File: src/rtl/vga_pkg.sv
// ---------------------------------------------------------------------------
// vga_pkg : shared VGA timing defaults and the receiver lock-state encoding
// Revision: 1.0
// ---------------------------------------------------------------------------
`default_nettype none

package vga_pkg;

  localparam int unsigned c_TOTAL_COLS  = 800;
  localparam int unsigned c_TOTAL_ROWS  = 525;
  localparam int unsigned c_ACTIVE_COLS = 640;
  localparam int unsigned c_ACTIVE_ROWS = 480;

  typedef enum logic [1:0] {
    UNLOCKED = 2'd0,
    ALIGN    = 2'd1,
    LOCKED   = 2'd2
  } t_Sync_State;

endpackage

`default_nettype wire

File: src/rtl/sync_edge_detect.sv
// ---------------------------------------------------------------------------
// sync_edge_detect : one-cycle registered copy of a sync plus rise/fall pulses
// Revision: 1.0
// ---------------------------------------------------------------------------
`default_nettype none

module sync_edge_detect (
  input  logic i_Clk,
  input  logic i_Rst_L,
  input  logic i_Sync,
  output logic o_Sync,
  output logic o_Rise,
  output logic o_Fall
);

  logic r_Sync;

  always_ff @(posedge i_Clk or negedge i_Rst_L) begin
    if (!i_Rst_L) begin
      r_Sync <= 1'b0;
    end else begin
      r_Sync <= i_Sync;
    end
  end

  assign o_Sync = r_Sync;
  assign o_Rise = i_Sync & ~r_Sync;
  assign o_Fall = ~i_Sync & r_Sync;

endmodule

`default_nettype wire

File: src/rtl/vga_sync_to_count.sv
// ---------------------------------------------------------------------------
// vga_sync_to_count : rebuilds column/row counts from active-high syncs and
// reports lock. Define VGA_SYNC_CHECK_EN to enable frame-timing checks.
// Revision: 1.0
// ---------------------------------------------------------------------------
`default_nettype none

module vga_sync_to_count
  import vga_pkg::*;
#(
  parameter int unsigned TOTAL_COLS  = c_TOTAL_COLS,
  parameter int unsigned TOTAL_ROWS  = c_TOTAL_ROWS,
  parameter int unsigned ACTIVE_COLS = c_ACTIVE_COLS,
  parameter int unsigned ACTIVE_ROWS = c_ACTIVE_ROWS
) (
  input  logic       i_Clk,
  input  logic       i_Rst_L,
  input  logic       i_HSync,
  input  logic       i_VSync,
  output logic       o_HSync,
  output logic       o_VSync,
  output logic [9:0] o_Col_Count,
  output logic [9:0] o_Row_Count,
  output logic       o_Frame_Start,
  output logic       o_Locked,
  output logic       o_Sync_Err
);

  localparam logic [9:0] c_COL_LAST = 10'(TOTAL_COLS - 1);
  localparam logic [9:0] c_ROW_LAST = 10'(TOTAL_ROWS - 1);

  logic        w_HSync_Rise, w_HSync_Fall, w_VSync_Rise, w_VSync_Fall;
  logic        w_Viol;
  logic        w_unused;
  t_Sync_State r_State, w_State_Next;
  logic [9:0]  r_Col, r_Row, w_Col_Next, w_Row_Next;
  logic        r_Frame_Start, w_Frame_Start_Next;
  logic        r_Sync_Err, w_Sync_Err_Next;

  sync_edge_detect u_hsync (
    .i_Clk   (i_Clk),
    .i_Rst_L (i_Rst_L),
    .i_Sync  (i_HSync),
    .o_Sync  (o_HSync),
    .o_Rise  (w_HSync_Rise),
    .o_Fall  (w_HSync_Fall)
  );

  sync_edge_detect u_vsync (
    .i_Clk   (i_Clk),
    .i_Rst_L (i_Rst_L),
    .i_Sync  (i_VSync),
    .o_Sync  (o_VSync),
    .o_Rise  (w_VSync_Rise),
    .o_Fall  (w_VSync_Fall)
  );

`ifdef VGA_SYNC_CHECK_EN
  // The count lags the source by one cycle, so the HSync fall is seen while
  // the count still shows the last visible column.
  localparam logic [9:0] c_COL_VIS_LAST = 10'(ACTIVE_COLS - 1);

  assign w_Viol = (r_State != UNLOCKED) &&
                  ((w_HSync_Rise && (r_Col != c_COL_LAST)) ||
                   (w_HSync_Fall && (r_Col != c_COL_VIS_LAST)) ||
                   (w_VSync_Rise && ((r_Row != c_ROW_LAST) || (r_Col != c_COL_LAST))));
  assign w_unused = ^{w_VSync_Fall, 10'(ACTIVE_ROWS)};
`else
  assign w_Viol   = 1'b0;
  assign w_unused = ^{w_HSync_Rise, w_HSync_Fall, w_VSync_Fall,
                      10'(ACTIVE_COLS), 10'(ACTIVE_ROWS)};
`endif

  always_comb begin
    w_State_Next       = r_State;
    w_Col_Next         = r_Col;
    w_Row_Next         = r_Row;
    w_Frame_Start_Next = 1'b0;
    w_Sync_Err_Next    = 1'b0;

    if (w_Viol) begin
      w_State_Next    = UNLOCKED;
      w_Col_Next      = '0;
      w_Row_Next      = '0;
      w_Sync_Err_Next = 1'b1;
    end else if (w_VSync_Rise) begin
      w_Col_Next         = '0;
      w_Row_Next         = '0;
      w_Frame_Start_Next = 1'b1;
`ifdef VGA_SYNC_CHECK_EN
      w_State_Next = (r_State == UNLOCKED) ? ALIGN : LOCKED;
`else
      w_State_Next = LOCKED;
`endif
    end else if (r_State != UNLOCKED) begin
      if (r_Col == c_COL_LAST) begin
        w_Col_Next = '0;
        w_Row_Next = (r_Row == c_ROW_LAST) ? 10'd0 : r_Row + 10'd1;
      end else begin
        w_Col_Next = r_Col + 10'd1;
      end
    end
  end

  always_ff @(posedge i_Clk or negedge i_Rst_L) begin
    if (!i_Rst_L) begin
      r_State       <= UNLOCKED;
      r_Col         <= '0;
      r_Row         <= '0;
      r_Frame_Start <= 1'b0;
      r_Sync_Err    <= 1'b0;
    end else begin
      r_State       <= w_State_Next;
      r_Col         <= w_Col_Next;
      r_Row         <= w_Row_Next;
      r_Frame_Start <= w_Frame_Start_Next;
      r_Sync_Err    <= w_Sync_Err_Next;
    end
  end

  assign o_Col_Count   = r_Col;
  assign o_Row_Count   = r_Row;
  assign o_Frame_Start = r_Frame_Start;
  assign o_Sync_Err    = r_Sync_Err;
  assign o_Locked      = (r_State == LOCKED);

endmodule

`default_nettype wire

File: config.mk
export PLATFORM = sky130hd
export DESIGN_NAME = vga_sync_to_count
export DESIGN_NICKNAME = d
export VERILOG_FILES = /design/src/rtl/vga_pkg.sv /design/src/rtl/sync_edge_detect.sv /design/src/rtl/vga_sync_to_count.sv
export SDC_FILE = /design/constraint.sdc
export NUM_CORES = 1
export LEC_CHECK = 0
export ABC_AREA = 1
export CAP_MARGIN = 20
export CORE_MARGIN = 10
export CORE_UTILIZATION = 50
export DETAILED_ROUTE_END_ITERATION = 6
export PLACE_DENSITY = 0.79
export SYNTH_ARGS = -nofsm -noshare
export SYNTH_HDL_FRONTEND = slang
export SYNTH_SLANG_ARGS = --single-unit
File: constraint.sdc
create_clock -name i_Clk -period 1.46 [get_ports i_Clk]
set_input_delay 0.292 -clock i_Clk [delete_from_list [all_inputs] [get_ports i_Clk]]
set_output_delay 0.292 -clock i_Clk [all_outputs]
set_load 0.03 [all_outputs]
==> impl_metrics.tcl, run 1 <==
set metrics [dict create \
    maximum_number_of_pins_on_one_net_before_global_route_repair 25 \
    finalHoldViolations 0 \
    worst_hold_path.num_cells 1 \
    gp_congestion 0.864 \
    post_synth_edffs 0 \
    nets 238 \
    critical_path.startpoint_type "register" \
    wl_per_cell_um 14.0 \
    ys_seq_area_share_pct 44.9 \
    path_clk_slew_ns 0.13 \
    r2r_worst_path_depth 7 \
    synth_top_flop_cell "sky130_fd_sc_hd__dfrtp_1" \
    hpwl_mm 2.53 \
    floorplan.die.height_um 71.7 \
    worst_hold_path_ep "u_vsync.o_Sync" \
    htree_levels 1 \
    cts.path.max_buffers 2 \
    clock_tree_skew_after_final_layout_ns 0.00703 \
    post_layout_nonfiller_instances 260 \
    status "finished clean" \
    grt.total_usage_pct 12.3 \
    antenna_found_initial 0 \
    worst-endpoint-required_ns 1.67 \
    cp_slowest_cell "sky130_fd_sc_hd__dfrtp_2" \
    dr_total_vias 1357 \
    drt_iter0_markers 106 \
    finalSetupViolations 0 \
    grt_first_pass_wirelength_mm 5.40 \
    cts.sink_count 24 \
    post_dr_vias_cell 5.22 \
    synth_area_leader_cell "sky130_fd_sc_hd__dfrtp_1" \
    tritoncts.num_buffers 3 \
    count_of_input_and_output_buffers 27 \
    critical_path.most_common_cell "sky130_fd_sc_hd__nand2_2" \
    synth_top_cells_by_area "sky130_fd_sc_hd__dfrtp_1 (45%), sky130_fd_sc_hd__nand2_1 (11%), sky130_fd_sc_hd__inv_1 (6.7%), sky130_fd_sc_hd__nor2_1 (6.5%), sky130_fd_sc_hd__nand3_1 (4.5%)" \
    end_kind "register" \
    floorplan.initialDensity_pct 53.0 \
    holdBufCountCts 0 \
    crit_path_cell_trace "ha_4 -> nand4_1 -> nand2_2 -> nand3_4 -> clkbuf_16 -> nand2_2 -> o21ai_1" \
    min_path_type "input port to register" \
    synth.most_common_cell "sky130_fd_sc_hd__nand2_1" \
    areaGrowthSynthToFinish_pct 47.5 \
    io_pins 29 \
    synthTopCellsByCount "sky130_fd_sc_hd__nand2_1 (38), sky130_fd_sc_hd__dfrtp_1 (24), sky130_fd_sc_hd__inv_1 (24), sky130_fd_sc_hd__nor2_1 (23), sky130_fd_sc_hd__nand3_1 (12)" \
    syn_inst 174 \
    detailedRoute.firstPassIterationCount 6 \
    gr-total-overflow 0 \
    total_of_flip_flops_plus_latches_after_synthesis 24 \
    max_cap_violations 0 \
    fin_util_pct 78.2 \
    synth-async-reset-ratio_pct 100 \
    drcViolationCount 0 \
    critical_path.max_stage_delay_ns 0.42 \
    die_boundary_width_um 71.7 \
    number_of_global_route_vias_before_repair 1270 \
    num_antenna_cells 0 \
    number_of_warnings_printed_during_yosys_synthesis 0 \
    worst-path-max-fanout 8 \
    final-max-slew-violation-count 0 \
    r2r-end "o_Row_Count[5]" \
    syn_nets 181 \
    clk_root_buffer_cell "sky130_fd_sc_hd__clkbuf_4" \
    timing.hold.ws_ns 0.141 \
    r2r_setup_slack_ns 0.02 \
    synth.distinct_cells 24 \
    core.rowCount 18 \
    post_synth_instance_area_mm2 0.00134 \
    floorplan.core_area_mm2 0.00252 \
    syn_avg_cell_area_um2 7.69 \
    power_leakage_nw 1.01 \
    min-delay-start "i_VSync" \
    place_inst 248 \
    finalCritPeriodShare_pct 98.4 \
    clock.fmax_mhz 696 \
    rsz0062_at_grt "yes" \
    worst_r2r_startpoint "o_Col_Count[1]" \
    timing.final.crit_period_ns 1.44 \
    die-area_mm2 0.00514 \
    max-vdd-ir-drop_uv 960 \
    critPathArrivalTime_ns 1.65 \
    crit_type "register to register" \
    clock_latency_ns 0.31 \
    drive_above_1_share_pct 34.8 \
    cellPowerDensity_mw_per_mm2 1230 \
    drt-total-wl_mm 3.65 \
    ant_nets 0 \
    cts_tree "yes" \
    synthDominantCellAreaShare_pct 44.9 \
]
==> worst max-delay path, delay by kind of cell, from the launching register on <==
kind | cells | cell delay [ns]
flip-flops | 1 | 0.42
adder cells (fa/ha/maj) | 1 | 0.14
AND/OR/NAND/NOR | 4 | 0.50
buffers and inverters | 1 | 0.21
AO/OA/AOI/OAI | 1 | 0.06
==> worst max-delay path by stage <==
stage	depth (start not counted)	end	from
4_1_cts	1	o_Col_Count[7]	o_Col_Count[7]
6_report	7	o_Row_Count[5]	o_Col_Count[1]
2_1_floorplan	9	o_Row_Count[9]	o_Col_Count[0]
5_1_grt	7	o_Row_Count[0]	o_Row_Count[0]
3_5_place_dp	9	o_Row_Count[0]	i_VSync
3_3_place_gp	8	o_Row_Count[3]	i_VSync
==> cells in the final DEF, fill, tap and decap left out, drive strengths merged <==
master,count
nand4,9
xor2,3
inv,27
conb,1
clkdlybuf4s50,2
a21oi,6
clkdlybuf4s15,5
dlygate4sd2,10
or2,1
ha,3
buf,28
nand3,13
nand3b,1
nand2,41
clkbuf,13
dlymetal6s2s,1
o21ai,10
nor2,28
dfrtp,24
o21bai,4
==> sequential cells by signal, indices dropped and copies added (netlist names) <==
signal	flops
o_Row_Count	10
u_hsync.o_Sync	1
r_State	1
o_Col_Count	10
o_Frame_Start	1
u_vsync.o_Sync	1
==> cells by family after synthesis <==
family / Yosys count / share of synthesized area, %
simple gates: 93 / 32.1
buf+inv: 30 / 9.73
flops: 24 / 44.9
compound gates: 20 / 8.23
xor+xnor: 3 / 1.96
fa+ha+maj: 3 / 2.81
other cells: 1 / 0.280
==> per-stage QoR <==
stage	total power, mW	cell area (um2)	setup TNS [ns]	setup slack, ns
after floorplan	1.51	1340	0	0.00261
after global placement	1.94	1800	-4.57	-0.284
after detailed placement	1.97	1800	-6.03	-0.372
after CTS	2.25	1820	0	0.00263
after global routing	2.57	1970	-0.809	-0.0822
final	2.42	1970	0	0.0240
==> final cells by class <==
cell class	instances	area, um2
fill	182	549
sequential	24	603
inverter	27	109
clock buffer	4	36.3
multi-input combinational	120	707
timing repair buffer	55	480
tap	30	37.5
==> power by group <==
group,total [mW],internal [mW],switching (mW)
Clock,0.348,0.152,0.196
Sequential,0.940,0.795,0.145
Combinational,1.13,0.468,0.662
Total,2.42,1.41,1.00
==> layer usage <==
layer | global-route usage [%] | wire, um | up-vias
met4 | 3.87 | 57 | 0
met2 | 23.0 | 1930 | 50
li1 | - | - | 661
met1 | 13.2 | 1460 | 638
met5 | 0 | 0 | -
met3 | 2.89 | 196 | 8
==> what timing repair did <==
| action | in CTS | in global routing |
|---|---|---|
| setup buffers | 0 | 7 |
| resized for setup | 31 | 54 |
| endpoints found under the setup margin | 37 | 27 |
| pin swaps | 0 | 14 |
| gates cloned | 0 | 1 |
No activity file was read; power rests on OpenSTA's default activity.
==> run 2: changes to the inputs <==
Settings changed: HOLD_SLACK_MARGIN set to 0.15, PLACE_DENSITY 0.79 to unset, PLACE_DENSITY_LB_ADDON set to 0.25, TNS_END_PERCENT set to 30.
==> run 2 against run 1 <==
Worst hold slack gained 0.13 ns; largest power group unchanged; cell count shrank 3.5%; sequential power is essentially flat; fmax grew 1.0%; sequential share of layout area grew 3.1 points; clock skew shrank 0.0014 ns; critical path depth shrank 6; worst setup slack gained 0.015 ns; critical path type is now register to output port; die area is the same; cell area shrank 8.8%; total power shrank 7.1%; utilization shrank 6.8 points.
==> impl_metrics.tcl, run 2 (synthesized netlist as in run 1, its figures left out) <==
set metrics [dict create \
    crit_path_buf_inv_count 1 \
    end_kind "output port" \
    drive_above_1_share_pct 25.8 \
    tritoncts.num_buffers 3 \
    gp_congestion 0.833 \
    min_path_type "input port to register" \
    power_leakage_nw 0.915 \
    area.sequential_um2 606 \
    dr_total_vias 1265 \
    finalCritPeriodShare_pct 97.3 \
    net-switching-power_mw 0.922 \
    cts.sink_count 24 \
    gr-total-overflow 0 \
    cts.path.max_buffers 2 \
    detailedRoute.firstPassIterationCount 4 \
    cts_tree "yes" \
    seqPwrFrac_pct 41.9 \
    finalWorstSetupSlack_ns 0.0388 \
    io_pins 29 \
    path_clk_slew_ns 0.12 \
    crit_path_cell_trace "dlygate4sd2_1" \
    n_fill_cell 206 \
    hpwl_mm 2.53 \
    p_sw_share_pct 41.0 \
    clock.fmax_mhz 704 \
    worst_path_dominant_cell_family "flip-flops" \
    status "finished clean" \
    final-max-slew-violation-count 0 \
    critical_path.max_stage_delay_ns 0.41 \
    drt_iter0_markers 50 \
    crit_type "register to output port" \
    grt_first_pass_wirelength_mm 5.64 \
    floorplan.core_area_mm2 0.00252 \
    worst-path-max-fanout 4 \
    worst-endpoint-required_ns 1.17 \
    rsz0062_at_grt "yes" \
    clock_tree_skew_after_final_layout_ns 0.00563 \
    htree_levels 1 \
    drcViolationCount 0 \
    post_dr_vias_cell 5.04 \
    finalHoldViolations 0 \
    core.rowCount 18 \
    clk_root_buffer_cell "sky130_fd_sc_hd__clkbuf_4" \
    internal-power_mw 1.32 \
    die_boundary_width_um 71.7 \
    critPathArrivalTime_ns 1.13 \
    areaGrowthSynthToFinish_pct 34.6 \
    power.share.combinational_pct 42.6 \
    finalSetupViolations 0 \
    cellPowerDensity_mw_per_mm2 1250 \
    timing.final.crit_period_ns 1.42 \
    wl_per_cell_um 13.2 \
    grt.total_usage_pct 13.2 \
    max-vdd-ir-drop_uv 1120 \
    critical_path.startpoint_type "register" \
    clock_latency_ns 0.32 \
    floorplan.die.height_um 71.7 \
    floorplan.initialDensity_pct 53.0 \
    multi_input_area_um2 628 \
    final_common_cell "sky130_fd_sc_hd__nand2_1" \
    ant_nets 0 \
    power.share.clock_pct 15.5 \
    cp_slowest_cell "sky130_fd_sc_hd__dfrtp_2" \
    count_of_input_and_output_buffers 27 \
    nets 229 \
    dp_worst_setup_slack_ns -0.339 \
    most-common-layout-cells "sky130_fd_sc_hd__nand2_1 (38), sky130_fd_sc_hd__inv_1 (23), sky130_fd_sc_hd__nor2_1 (21)" \
    drt-total-wl_mm 3.32 \
    die-area_mm2 0.00514 \
    setup_total_negative_slack_ns 0 \
    num_antenna_cells 0 \
    maximum_number_of_pins_on_one_net_before_global_route_repair 25 \
    max_cap_violations 0 \
    number_of_global_route_vias_before_repair 1229 \
    antenna_found_initial 0 \
]
==> run 2: cell types whose count changed in the layout (fill, tap and decap cells not counted), sizes merged <==
cell,change
buf,-5
clkdlybuf4s15,+3
clkbuf,-4
dlygate4sd3,+1
dlygate4sd2,-4
==> run 2: worst min-delay path, stage by stage <==
cell and delay (ns):
sky130_fd_sc_hd__dlymetal6s2s_1 0.14, sky130_fd_sc_hd__inv_2 0.07, sky130_fd_sc_hd__nor2_4 0.06
==> run 2: power groups by stage <==
stage          combinational [mW]  clock, mW  sequential [mW]
3_5_place_dp                0.988          0            0.954
4_1_cts                     0.928      0.359            0.938
3_3_place_gp                0.965          0            0.946
6_report                    0.956      0.349            0.941
2_1_floorplan               0.322          0             1.19
5_1_grt                      1.05      0.386            0.971
==> run 2: final cells by class <==
| class | count | share of cell area, % |
|---|---|---|
| sequential | 24 | 33.6 |
| multi-input combinational | 120 | 34.9 |
| tap | 30 | 2.08 |
| timing repair buffer | 46 | 21.5 |
| inverter | 27 | 5.91 |
| clock buffer | 4 | 2.02 |
==> run 2: path summary, 6_finish.rpt <==
path,slack (ns),to,from,cells past startpoint
max in group asynchronous,0.89,o_Col_Count[0],i_Rst_L,2
min,0.27,o_Frame_Start,i_VSync,3
min in group asynchronous,0.31,o_Row_Count[4],i_Rst_L,2
max,0.04,o_Col_Count[1],o_Col_Count[1],1
max reg2reg,0.07,o_Row_Count[9],o_Col_Count[1],8
min reg2reg,0.51,o_Frame_Start,u_vsync.o_Sync,1
==> run 2: through the flow <==
stage                     hold WS (ns)  power, mW  std cells  cell area [um2]  util, %
after CTS                        0.317       2.23        248             1760     69.9
after global placement           0.488       1.91        244             1730     68.8
after global routing             0.257       2.41        251             1800     71.4
after floorplan               -0.00359       1.51        174             1340        -
final                            0.271       2.25        251             1800     71.4
after detailed placement         0.494       1.94        244             1730     68.8
==> run 2: routing by layer <==
metal,track usage [%],share of wire (%),vias up
met5,0,0,-
met4,2.37,0.39,0
met3,5.92,8.0,2
met2,21.4,47,32
met1,15.9,45,587
li1,-,-,644
==> run 2: timing repair <==
item | in CTS | in global routing
buffers inserted | 0 | 2
hold buffers | 0 | 1
setup endpoints to repair | 22 | 28
resized for setup | 27 | 27
endpoints found under the hold margin | 0 | 1
pin swaps | 0 | 4
